**config.mk**
```make
export PLATFORM = sky130hd
export DESIGN_NAME = fwd_ctrl_flat
export DESIGN_NICKNAME = d
export VERILOG_FILES = /design/src/rtl/fwd_ctrl_if.sv /design/src/rtl/fwd_ctrl.sv /design/src/flat_wrapper.sv
export SDC_FILE = /design/constraint.sdc
export NUM_CORES = 1
export LEC_CHECK = 0
export CORE_ASPECT_RATIO = 2
export CORE_MARGIN = 2
export CORE_UTILIZATION = 43
export CTS_CLUSTER_SIZE = 16
export DETAILED_ROUTE_END_ITERATION = 16
export PLACE_DENSITY = 0.72
export SYNTH_ARGS = -nofsm -noshare
export SYNTH_HDL_FRONTEND = slang
export SYNTH_SLANG_ARGS = --single-unit
```
**constraint.sdc**
```tcl
create_clock -name clk -period 2.4 [get_ports clk]
set_clock_uncertainty 0.2 [all_clocks]
set_input_delay 0.24 -clock clk [delete_from_list [all_inputs] [get_ports clk]]
set_output_delay 0.24 -clock clk [all_outputs]
set_load 0.005 [all_outputs]
```
**src/rtl/fwd_ctrl_if.sv**
```systemverilog
// ---------------------------------------------------------------------------
// fwd_ctrl_if
//
// Bundles the decode-slot request, the bypass-select results and the
// register-file write port of the forwarding / interlock controller.
//
// Decode side (driven by the master):
//   d_valid, d_src_a, d_src_b, d_use_a, d_use_b, d_dest, d_wr, d_load, flush
// Controller side (driven by the slave, i.e. fwd_ctrl):
//   mux3_sel, mux4_sel   operand A / B bypass select
//                        (0 regfile, 1 ibox_result3, 2 ibox_result4,
//                         3 mem_out, 4 m_reg_out)
//   stall, issue         decode hold / decode advance
//   rf_write_en, rf_write_addr   register-file write port (W slot)
//   stall_count          saturating stall-cycle counter, CNT_BITS wide
// ---------------------------------------------------------------------------
interface fwd_ctrl_if #(
  parameter int CNT_BITS = 16
);
  logic                d_valid;
  logic [4:0]          d_src_a;
  logic [4:0]          d_src_b;
  logic                d_use_a;
  logic                d_use_b;
  logic [4:0]          d_dest;
  logic                d_wr;
  logic                d_load;
  logic                flush;

  logic [2:0]          mux3_sel;
  logic [2:0]          mux4_sel;
  logic                stall;
  logic                issue;
  logic                rf_write_en;
  logic [4:0]          rf_write_addr;
  logic [CNT_BITS-1:0] stall_count;

  // Decode / pipeline-control side
  modport master (
    output d_valid, d_src_a, d_src_b, d_use_a, d_use_b,
           d_dest, d_wr, d_load, flush,
    input  mux3_sel, mux4_sel, stall, issue,
           rf_write_en, rf_write_addr, stall_count
  );

  // Forwarding controller side
  modport slave (
    input  d_valid, d_src_a, d_src_b, d_use_a, d_use_b,
           d_dest, d_wr, d_load, flush,
    output mux3_sel, mux4_sel, stall, issue,
           rf_write_en, rf_write_addr, stall_count
  );
endinterface

```
**src/rtl/fwd_ctrl.sv**
```systemverilog
// ---------------------------------------------------------------------------
// fwd_ctrl
//
// Operand-forwarding and load-use interlock controller for the integer
// pipeline. Tracks in-flight destination registers through E3, E4, M and W,
// produces the bypass-mux selects for the register-fetch stage, stalls
// decode on load-use hazards, drives the register-file write port from the
// W slot and counts stall cycles (saturating).
//
// Ports:
//   clk    clock, all state updates on posedge
//   rst_n  asynchronous active-low reset
//   bus    fwd_ctrl_if.slave : decode request in, selects / stall / issue /
//          register-file write port / stall counter out
// ---------------------------------------------------------------------------
module fwd_ctrl #(
  parameter int CNT_BITS = 16
) (
  input  logic           clk,
  input  logic           rst_n,
  fwd_ctrl_if.slave      bus
);

  // Bypass select encoding shared by both operand muxes
  localparam logic [2:0] SEL_RF   = 3'd0;
  localparam logic [2:0] SEL_E3   = 3'd1;
  localparam logic [2:0] SEL_E4   = 3'd2;
  localparam logic [2:0] SEL_MEM  = 3'd3;
  localparam logic [2:0] SEL_MREG = 3'd4;

  // r31 is the hard-wired discard register: never forwarded, never written
  localparam logic [4:0] REG_DISCARD = 5'd31;

  typedef struct packed {
    logic       valid;
    logic [4:0] dest;
    logic       wr;
    logic       load;
  } slot_t;

  typedef struct packed {
    logic [2:0] sel;
    logic       hazard;
  } fwd_t;

  slot_t e3_q;
  slot_t e4_q;
  slot_t m_q;

  // The W slot only feeds the write port, so its load flag is not kept
  logic       w_valid_q;
  logic [4:0] w_dest_q;
  logic       w_wr_q;

  logic [CNT_BITS-1:0] stall_count_q;

  fwd_t fwd_a;
  fwd_t fwd_b;
  logic hazard;
  logic stall_c;
  logic issue_c;

  function automatic logic produces(input slot_t s, input logic [4:0] r);
    return s.valid && s.wr && (s.dest == r) && (r != REG_DISCARD);
  endfunction

  // Youngest producer wins. A load still in E3/E4 has no data to forward
  // yet, so it raises a hazard instead of a select; a load in M is taken
  // from mem_out, an ALU result in M from m_reg_out. W is never bypassed
  // because the regfile writes at negedge ahead of the second-half read.
  function automatic fwd_t resolve(input logic       used,
                                   input logic [4:0] r,
                                   input slot_t      e3,
                                   input slot_t      e4,
                                   input slot_t      m);
    fwd_t f;
    f.sel    = SEL_RF;
    f.hazard = 1'b0;
    if (used) begin
      if (produces(e3, r)) begin
        if (e3.load) f.hazard = 1'b1;
        else         f.sel    = SEL_E3;
      end else if (produces(e4, r)) begin
        if (e4.load) f.hazard = 1'b1;
        else         f.sel    = SEL_E4;
      end else if (produces(m, r)) begin
        f.sel = m.load ? SEL_MEM : SEL_MREG;
      end
    end
    return f;
  endfunction

  // Operand selects and the interlock decision
  always_comb begin
    fwd_a   = resolve(bus.d_use_a, bus.d_src_a, e3_q, e4_q, m_q);
    fwd_b   = resolve(bus.d_use_b, bus.d_src_b, e3_q, e4_q, m_q);
    hazard  = fwd_a.hazard | fwd_b.hazard;
    stall_c = bus.d_valid & ~bus.flush & hazard;
    issue_c = bus.d_valid & ~stall_c & ~bus.flush;
  end

  // While stalled the instruction does not advance, so both selects are
  // forced to the regfile path rather than left at a stale bypass code.
  assign bus.mux3_sel      = stall_c ? SEL_RF : fwd_a.sel;
  assign bus.mux4_sel      = stall_c ? SEL_RF : fwd_b.sel;
  assign bus.stall         = stall_c;
  assign bus.issue         = issue_c;
  assign bus.rf_write_en   = w_valid_q & w_wr_q & (w_dest_q != REG_DISCARD);
  assign bus.rf_write_addr = w_valid_q ? w_dest_q : 5'd0;
  assign bus.stall_count   = stall_count_q;

  // Tracking pipeline: shifts every cycle; E3 takes the decode instruction
  // on issue and a bubble otherwise (stall or flush).
  always_ff @(posedge clk or negedge rst_n) begin
    if (!rst_n) begin
      e3_q      <= '0;
      e4_q      <= '0;
      m_q       <= '0;
      w_valid_q <= 1'b0;
      w_dest_q  <= 5'd0;
      w_wr_q    <= 1'b0;
    end else begin
      w_valid_q <= m_q.valid;
      w_dest_q  <= m_q.dest;
      w_wr_q    <= m_q.wr;
      m_q       <= e4_q;
      e4_q      <= e3_q;
      if (issue_c) begin
        e3_q.valid <= 1'b1;
        e3_q.dest  <= bus.d_dest;
        e3_q.wr    <= bus.d_wr;
        e3_q.load  <= bus.d_load;
      end else begin
        e3_q <= '0;
      end
    end
  end

  // Stall-cycle counter, sticks at all-ones
  always_ff @(posedge clk or negedge rst_n) begin
    if (!rst_n) begin
      stall_count_q <= '0;
    end else if (stall_c && (stall_count_q != {CNT_BITS{1'b1}})) begin
      stall_count_q <= stall_count_q + CNT_BITS'(1);
    end
  end

endmodule
```
**src/flat_wrapper.sv**
```systemverilog
// flat-port wrapper written by rule: the top's interface ports become plain ports
module fwd_ctrl_flat 
#(
  parameter int CNT_BITS = 16
)
  (clk, rst_n, bus_d_valid, bus_d_src_a, bus_d_src_b, bus_d_use_a, bus_d_use_b, bus_d_dest, bus_d_wr, bus_d_load, bus_flush, bus_mux3_sel, bus_mux4_sel, bus_stall, bus_issue, bus_rf_write_en, bus_rf_write_addr, bus_stall_count);
  fwd_ctrl_if #(.CNT_BITS(CNT_BITS)) bus_i ();
  input  logic clk;
  input  logic rst_n;
  input wire logic [$bits(bus_i.d_valid)-1:0] bus_d_valid;
  input wire logic [$bits(bus_i.d_src_a)-1:0] bus_d_src_a;
  input wire logic [$bits(bus_i.d_src_b)-1:0] bus_d_src_b;
  input wire logic [$bits(bus_i.d_use_a)-1:0] bus_d_use_a;
  input wire logic [$bits(bus_i.d_use_b)-1:0] bus_d_use_b;
  input wire logic [$bits(bus_i.d_dest)-1:0] bus_d_dest;
  input wire logic [$bits(bus_i.d_wr)-1:0] bus_d_wr;
  input wire logic [$bits(bus_i.d_load)-1:0] bus_d_load;
  input wire logic [$bits(bus_i.flush)-1:0] bus_flush;
  output wire logic [$bits(bus_i.mux3_sel)-1:0] bus_mux3_sel;
  output wire logic [$bits(bus_i.mux4_sel)-1:0] bus_mux4_sel;
  output wire logic [$bits(bus_i.stall)-1:0] bus_stall;
  output wire logic [$bits(bus_i.issue)-1:0] bus_issue;
  output wire logic [$bits(bus_i.rf_write_en)-1:0] bus_rf_write_en;
  output wire logic [$bits(bus_i.rf_write_addr)-1:0] bus_rf_write_addr;
  output wire logic [$bits(bus_i.stall_count)-1:0] bus_stall_count;
  assign bus_i.d_valid = bus_d_valid;
  assign bus_i.d_src_a = bus_d_src_a;
  assign bus_i.d_src_b = bus_d_src_b;
  assign bus_i.d_use_a = bus_d_use_a;
  assign bus_i.d_use_b = bus_d_use_b;
  assign bus_i.d_dest = bus_d_dest;
  assign bus_i.d_wr = bus_d_wr;
  assign bus_i.d_load = bus_d_load;
  assign bus_i.flush = bus_flush;
  assign bus_mux3_sel = bus_i.mux3_sel;
  assign bus_mux4_sel = bus_i.mux4_sel;
  assign bus_stall = bus_i.stall;
  assign bus_issue = bus_i.issue;
  assign bus_rf_write_en = bus_i.rf_write_en;
  assign bus_rf_write_addr = bus_i.rf_write_addr;
  assign bus_stall_count = bus_i.stall_count;
  fwd_ctrl #(.CNT_BITS(CNT_BITS)) u_core (.clk(clk), .rst_n(rst_n), .bus(bus_i));
endmodule
```
==> impl_results.html <==
<table>
<tr><th>Metric</th><th>Value</th></tr>
<tr><th colspan="2">Pwr</th></tr>
<tr><td>Areal power density over the cells</td><td>406.5 mW/mm^2</td></tr>
<tr><td>Sequential cell fraction of total power</td><td>53.9%</td></tr>
<tr><td>Logic gate share of total power</td><td>14.0%</td></tr>
<tr><td>Switching power total</td><td>0.4100 mW</td></tr>
<tr><td>Sw Ratio</td><td>26.64%</td></tr>
<tr><td>Static Leak</td><td>1.919 nW</td></tr>
<tr><td>VDD IR-drop max</td><td>660.4 uV</td></tr>
<tr><td>Cell internal pwr</td><td>1.129 mW</td></tr>
<tr><td>Relative contribution of the clock network to total power</td><td>32.1%</td></tr>
<tr><th colspan="2">STA</th></tr>
<tr><td>Crit path setup slack, layout</td><td>-530.1 ps</td></tr>
<tr><td>Setup repair after global routing missed its margin</td><td>true</td></tr>
<tr><td>Final cycle utilization of the critical path</td><td>122.1%</td></tr>
<tr><td>Hold slack</td><td>181.8 ps</td></tr>
<tr><td>Final number of max-transition violations</td><td>0</td></tr>
<tr><td>Max-Slew Margin vs Limit</td><td>59.90%</td></tr>
<tr><td>Time the final worst path needs with I/O delays and setup</td><td>2930 ps</td></tr>
<tr><td>Final hold viol count</td><td>0</td></tr>
<tr><td>Pin slew with the least headroom to its limit</td><td>601.5 ps</td></tr>
<tr><td>Setup TNS</td><td>-11,270 ps</td></tr>
<tr><td>Timing-limited maximum frequency</td><td>0.3413 GHz</td></tr>
<tr><td>Setup Viol. Count Final</td><td>31</td></tr>
<tr><th colspan="2">Setup path</th></tr>
<tr><td>Kind of end point of the critical path</td><td>primary output</td></tr>
<tr><td>Worst Reg-to-Reg Cells</td><td>9</td></tr>
<tr><td>Critical Path Source Type</td><td>register</td></tr>
<tr><td>Worst R2R End</td><td>u_core.bus.stall_count[14]</td></tr>
<tr><td>Start of the worst register-to-register path</td><td>u_core.e4_q[4]</td></tr>
<tr><td>Required time at the worst-slack endpoint</td><td>1960 ps</td></tr>
<tr><td>Critical-path cell list</td><td>xor2_1, a221o_1, or4b_4, o32ai_4, a21oi_4, o21ai_2, buf_4, nor2_2, buf_2</td></tr>
<tr><td>CP peak stage delay</td><td>510 ps</td></tr>
<tr><td>WP data arrival</td><td>2490 ps</td></tr>
<tr><td>Reg-to-reg slack, setup</td><td>-480 ps</td></tr>
<tr><td>Classification of the worst setup path</td><td>reg -&gt; out</td></tr>
<tr><td>Crit path from</td><td>u_core.e4_q[4]</td></tr>
<tr><td>Largest fanout on the critical path</td><td>3</td></tr>
<tr><td>Critical path capture point</td><td>bus_mux3_sel[0]</td></tr>
<tr><td>Slowest cell on the critical path</td><td>sky130_fd_sc_hd__or4b_4</td></tr>
<tr><th colspan="2">Yosys</th></tr>
<tr><td>Post-synthesis instance area</td><td>0.002354 sq mm</td></tr>
<tr><td>Post-synthesis area per instance</td><td>11.05 sq um</td></tr>
<tr><td>Number of distinct library cells after synthesis</td><td>45</td></tr>
<tr><td>Synthesized flop and latch total</td><td>47</td></tr>
<tr><td>Syn. warnings</td><td>0</td></tr>
<tr><td>Sequential element share of the synthesized area</td><td>49.97%</td></tr>
<tr><td>Number of enable flip-flop cells after synthesis</td><td>0</td></tr>
<tr><td>Dominant register cell in the synthesized netlist</td><td>sky130_fd_sc_hd__dfrtp_1</td></tr>
<tr><td>Share of synthesized flip-flops with an asynchronous set or reset</td><td>100.0%</td></tr>
<tr><td>Top-area cell type share of the netlist area</td><td>49.97%</td></tr>
<tr><td>Synth top area cells</td><td>sky130_fd_sc_hd__dfrtp_1, sky130_fd_sc_hd__xor2_1, sky130_fd_sc_hd__xnor2_1</td></tr>
<tr><td>Area leader, netlist</td><td>sky130_fd_sc_hd__dfrtp_1</td></tr>
<tr><td>Post-Syn Nets</td><td>237</td></tr>
<tr><td>Number of instances in the synthesized netlist</td><td>213</td></tr>
<tr><th colspan="2">Place</th></tr>
<tr><td>Weighted congestion at the end of routability-driven global placement</td><td>0.8510</td></tr>
<tr><td>Port bufs</td><td>52</td></tr>
<tr><td>Half-perimeter wire length after placement</td><td>4983 microns</td></tr>
<tr><td>Worst setup slack before clock tree synthesis</td><td>-1084 ps</td></tr>
<tr><td>Cell count after placement</td><td>373</td></tr>
<tr><th colspan="2">Floorplanning</th></tr>
<tr><td>Core Rows</td><td>38</td></tr>
<tr><td>Core footprint</td><td>0.005373 sq mm</td></tr>
<tr><td>Die Ht</td><td>108.6 microns</td></tr>
<tr><td>Die Outline Area</td><td>0.006117 sq mm</td></tr>
<tr><td>Starting density of the core</td><td>43.81%</td></tr>
<tr><td>Die X-Extent</td><td>56.31 microns</td></tr>
<tr><td>Total I/O pin count</td><td>53</td></tr>
<tr><th colspan="2">Clock network</th></tr>
<tr><td>CTS Root Buffer Type</td><td>sky130_fd_sc_hd__clkbuf_8</td></tr>
<tr><td># clock sinks</td><td>47</td></tr>
<tr><td>Clk pin slew, worst setup/hold paths</td><td>100 ps</td></tr>
<tr><td>CTS buffer count</td><td>5</td></tr>
<tr><td>Htree depth</td><td>2</td></tr>
<tr><td>Clock latency reported for the late side of the worst-skew pair</td><td>310 ps</td></tr>
<tr><td>Clock tree from TritonCTS</td><td>built</td></tr>
<tr><td>Number of buffers on the longest clock path</td><td>2</td></tr>
<tr><th colspan="2">Routing</th></tr>
<tr><td>Number of nets with antenna violations after detailed routing</td><td>0</td></tr>
<tr><td>Avg Vias per Cell</td><td>5.500</td></tr>
<tr><td>Number of vias in the routed layout</td><td>2,167</td></tr>
<tr><td>Overall routed net length</td><td>7258 microns</td></tr>
<tr><td>DR iter-0 viols</td><td>60</td></tr>
<tr><td>Wire per inst</td><td>18.42 microns</td></tr>
<tr><td>Number of optimization iterations in the first detailed-route pass</td><td>4</td></tr>
<tr><td>Final routed DRC violation total</td><td>0</td></tr>
<tr><th colspan="2">Cells and area</th></tr>
<tr><td>Layout filler cell count</td><td>383</td></tr>
<tr><td>Combined flip-flop and latch cell area</td><td>0.001176 sq mm</td></tr>
<tr><td>Final antenna diode count</td><td>0</td></tr>
<tr><td>Footprint of the multi-input gates</td><td>0.001375 sq mm</td></tr>
<tr><td>Layout Area Growth over Synthesis</td><td>60.87%</td></tr>
<tr><td>Share of cells above drive strength 1</td><td>39.22%</td></tr>
<tr><td>Non-filler cells, final</td><td>394</td></tr>
<tr><td>Final net count</td><td>357</td></tr>
<tr><th colspan="2">GRT</th></tr>
<tr><td>Maximum number of pins on one net before global-route repair</td><td>48</td></tr>
<tr><td>Global-route wire length before repair</td><td>11,190 microns</td></tr>
<tr><td>Total GRT Usage</td><td>24.55%</td></tr>
<tr><td>Antenna violations before repair</td><td>0</td></tr>
<tr><td>GRT Residual Overflow</td><td>0</td></tr>
<tr><td>Number of global-route vias before repair</td><td>2,323</td></tr>
<tr><th colspan="2">Run</th></tr>
<tr><td>Number of maximum-capacitance violations</td><td>0</td></tr>
<tr><th colspan="2">Run status</th></tr>
<tr><td>Violated checks</td><td>negative setup slack</td></tr>
<tr><td>Outcome</td><td>finished with violations</td></tr>
<tr><th colspan="2">Min path</th></tr>
<tr><td>Hold WC Path Type</td><td>reg -&gt; reg</td></tr>
</table>
## layout make-up
cell class | count | area share, %
clock buffers | 5 | 1.818
clock inverters | 3 | 0.5288
inverters | 7 | 0.6940
multi-input cells | 156 | 36.32
flip-flops and latches | 47 | 31.06
well taps | 60 | 1.983
repair buffers | 116 | 27.59
## metrics by stage
| stage | power [mW] | instance area, sq um | utilization, % |
|---|---|---|---|
| 5_1_grt | 1.589 | 3786 | 70.47 |
| 3_3_place_gp | 1.034 | 3308 | 61.57 |
| 4_1_cts | 1.531 | 3697 | 68.82 |
| 2_1_floorplan | 0.9005 | 2354 | - |
| 6_report | 1.539 | 3786 | 70.47 |
| 3_5_place_dp | 1.038 | 3308 | 61.57 |
## worst min-delay path by stage
| stage | from | endpoint | slack [ps] | cells after the start |
|---|---|---|---|---|
| floorplan | rst_n | u_core.bus.stall_count[0] | -260 | 0 |
| global placement | u_core.m_q[7] | u_core.w_valid_q | 160 | 0 |
| detailed placement | u_core.m_q[1] | u_core.w_wr_q | 160 | 0 |
| CTS | u_core.m_q[1] | u_core.w_wr_q | 180 | 0 |
| global route | u_core.m_q[1] | u_core.w_wr_q | 200 | 0 |
| finish | u_core.m_q[1] | u_core.w_wr_q | 180 | 0 |
## worst max-delay path: cells and delay by family (launching register included)
kind                   cells  cell delay [ps]
XOR/XNOR                   1              170
AND/OR/NAND/NOR            2              540
AO/OA/AOI/OAI              4              830
buffers and inverters      2              260
flip-flops                 1              400
## synthesized netlist by cell type (2+ instances only)
master                     number
sky130_fd_sc_hd__mux2_2         4
sky130_fd_sc_hd__nor2_1         7
sky130_fd_sc_hd__xnor2_1       10
sky130_fd_sc_hd__xor2_1        29
sky130_fd_sc_hd__nand3_1       11
sky130_fd_sc_hd__clkbuf_1       2
sky130_fd_sc_hd__nand2b_1       3
sky130_fd_sc_hd__and2_1         7
sky130_fd_sc_hd__dfrtp_1       47
sky130_fd_sc_hd__nand4_1        5
sky130_fd_sc_hd__nor3b_2        2
sky130_fd_sc_hd__nor4_1         4
sky130_fd_sc_hd__o21a_1         2
sky130_fd_sc_hd__nor2b_1        2
sky130_fd_sc_hd__nand2_1       17
sky130_fd_sc_hd__and4_1         2
sky130_fd_sc_hd__inv_1          6
sky130_fd_sc_hd__nor3_1         6
sky130_fd_sc_hd__and3_1        13
sky130_fd_sc_hd__nor3_2         8
sky130_fd_sc_hd__o21ai_0        2
## per-layer routing
metal / vias up / part of all wire [%] / global-route usage [%] / wire length, microns
li1: 995 / - / - / -
met1: 1068 / 32 / 21.83 / 2341
met2: 75 / 60 / 49.08 / 4331
met3: 29 / 3.1 / 2.966 / 227
met4: 0 / 4.9 / 16.50 / 357
met5: - / 0 / 0 / 0
## cells by family (layout without fill, tap and decap cells)
logic type | Yosys count | in the layout | share of synthesized area [%]
AOI/OAI and AO/OA | 15 | 15 | 5.317
xor gates and xnor gates | 39 | 39 | 14.51
adders and majority gates | 1 | 1 | 0.5315
buffers and inverters | 10 | 131 | 1.914
DFF | 47 | 47 | 49.97
muxes | 5 | 5 | 2.392
and+or+nand+nor | 96 | 96 | 25.36
## flip-flops by register name, indices dropped and copies added, names as in the netlist
name	cells
u_core.m_q	8
u_core.e3_q	8
u_core.e4_q	8
u_core.w_dest_q	5
u_core.w_wr_q	1
u_core.bus.stall_count	16
u_core.w_valid_q	1
## repair_timing
action                                  4_1_cts  5_1_grt
endpoints found under the hold margin        47        0
gates resized for setup                      81       22
setup buffers                                 9        5
pin swaps                                    32        9
hold buffers                                  1        0
cloned                                        1        0
endpoints found under the setup margin       32       32
## layout by cell type (no fill, tap or decap), drive strengths merged, types with 2 or more instances in the layout
| master | synthesis | routed |
|---|---|---|
| and2 | 7 | 7 |
| and3 | 14 | 14 |
| and4 | 2 | 2 |
| buf | 1 | 70 |
| clkbuf | 2 | 7 |
| clkdlybuf4s50 | 0 | 40 |
| clkinvlp | 0 | 2 |
| dfrtp | 47 | 47 |
| dlygate4sd2 | 0 | 3 |
| inv | 7 | 7 |
| mux2 | 5 | 5 |
| nand2 | 17 | 17 |
| nand2b | 3 | 3 |
| nand3 | 11 | 11 |
| nand4 | 5 | 5 |
| nor2 | 7 | 7 |
| nor2b | 2 | 2 |
| nor3 | 14 | 14 |
| nor3b | 3 | 3 |
| nor4 | 5 | 5 |
| o21a | 2 | 2 |
| o21ai | 2 | 2 |
| o31ai | 2 | 2 |
| or4b | 2 | 2 |
| xnor2 | 10 | 10 |
| xor2 | 29 | 29 |
## power groups by stage
stage	clock (mW)	sequential, mW	combinational, mW
final	0.494	0.830	0.215
after CTS	0.494	0.828	0.208
after floorplan	0	0.842	0.0583
after global placement	0	0.843	0.190
after global routing	0.524	0.832	0.233
after detailed placement	0	0.844	0.193
Power figures use the tool's default switching activity.
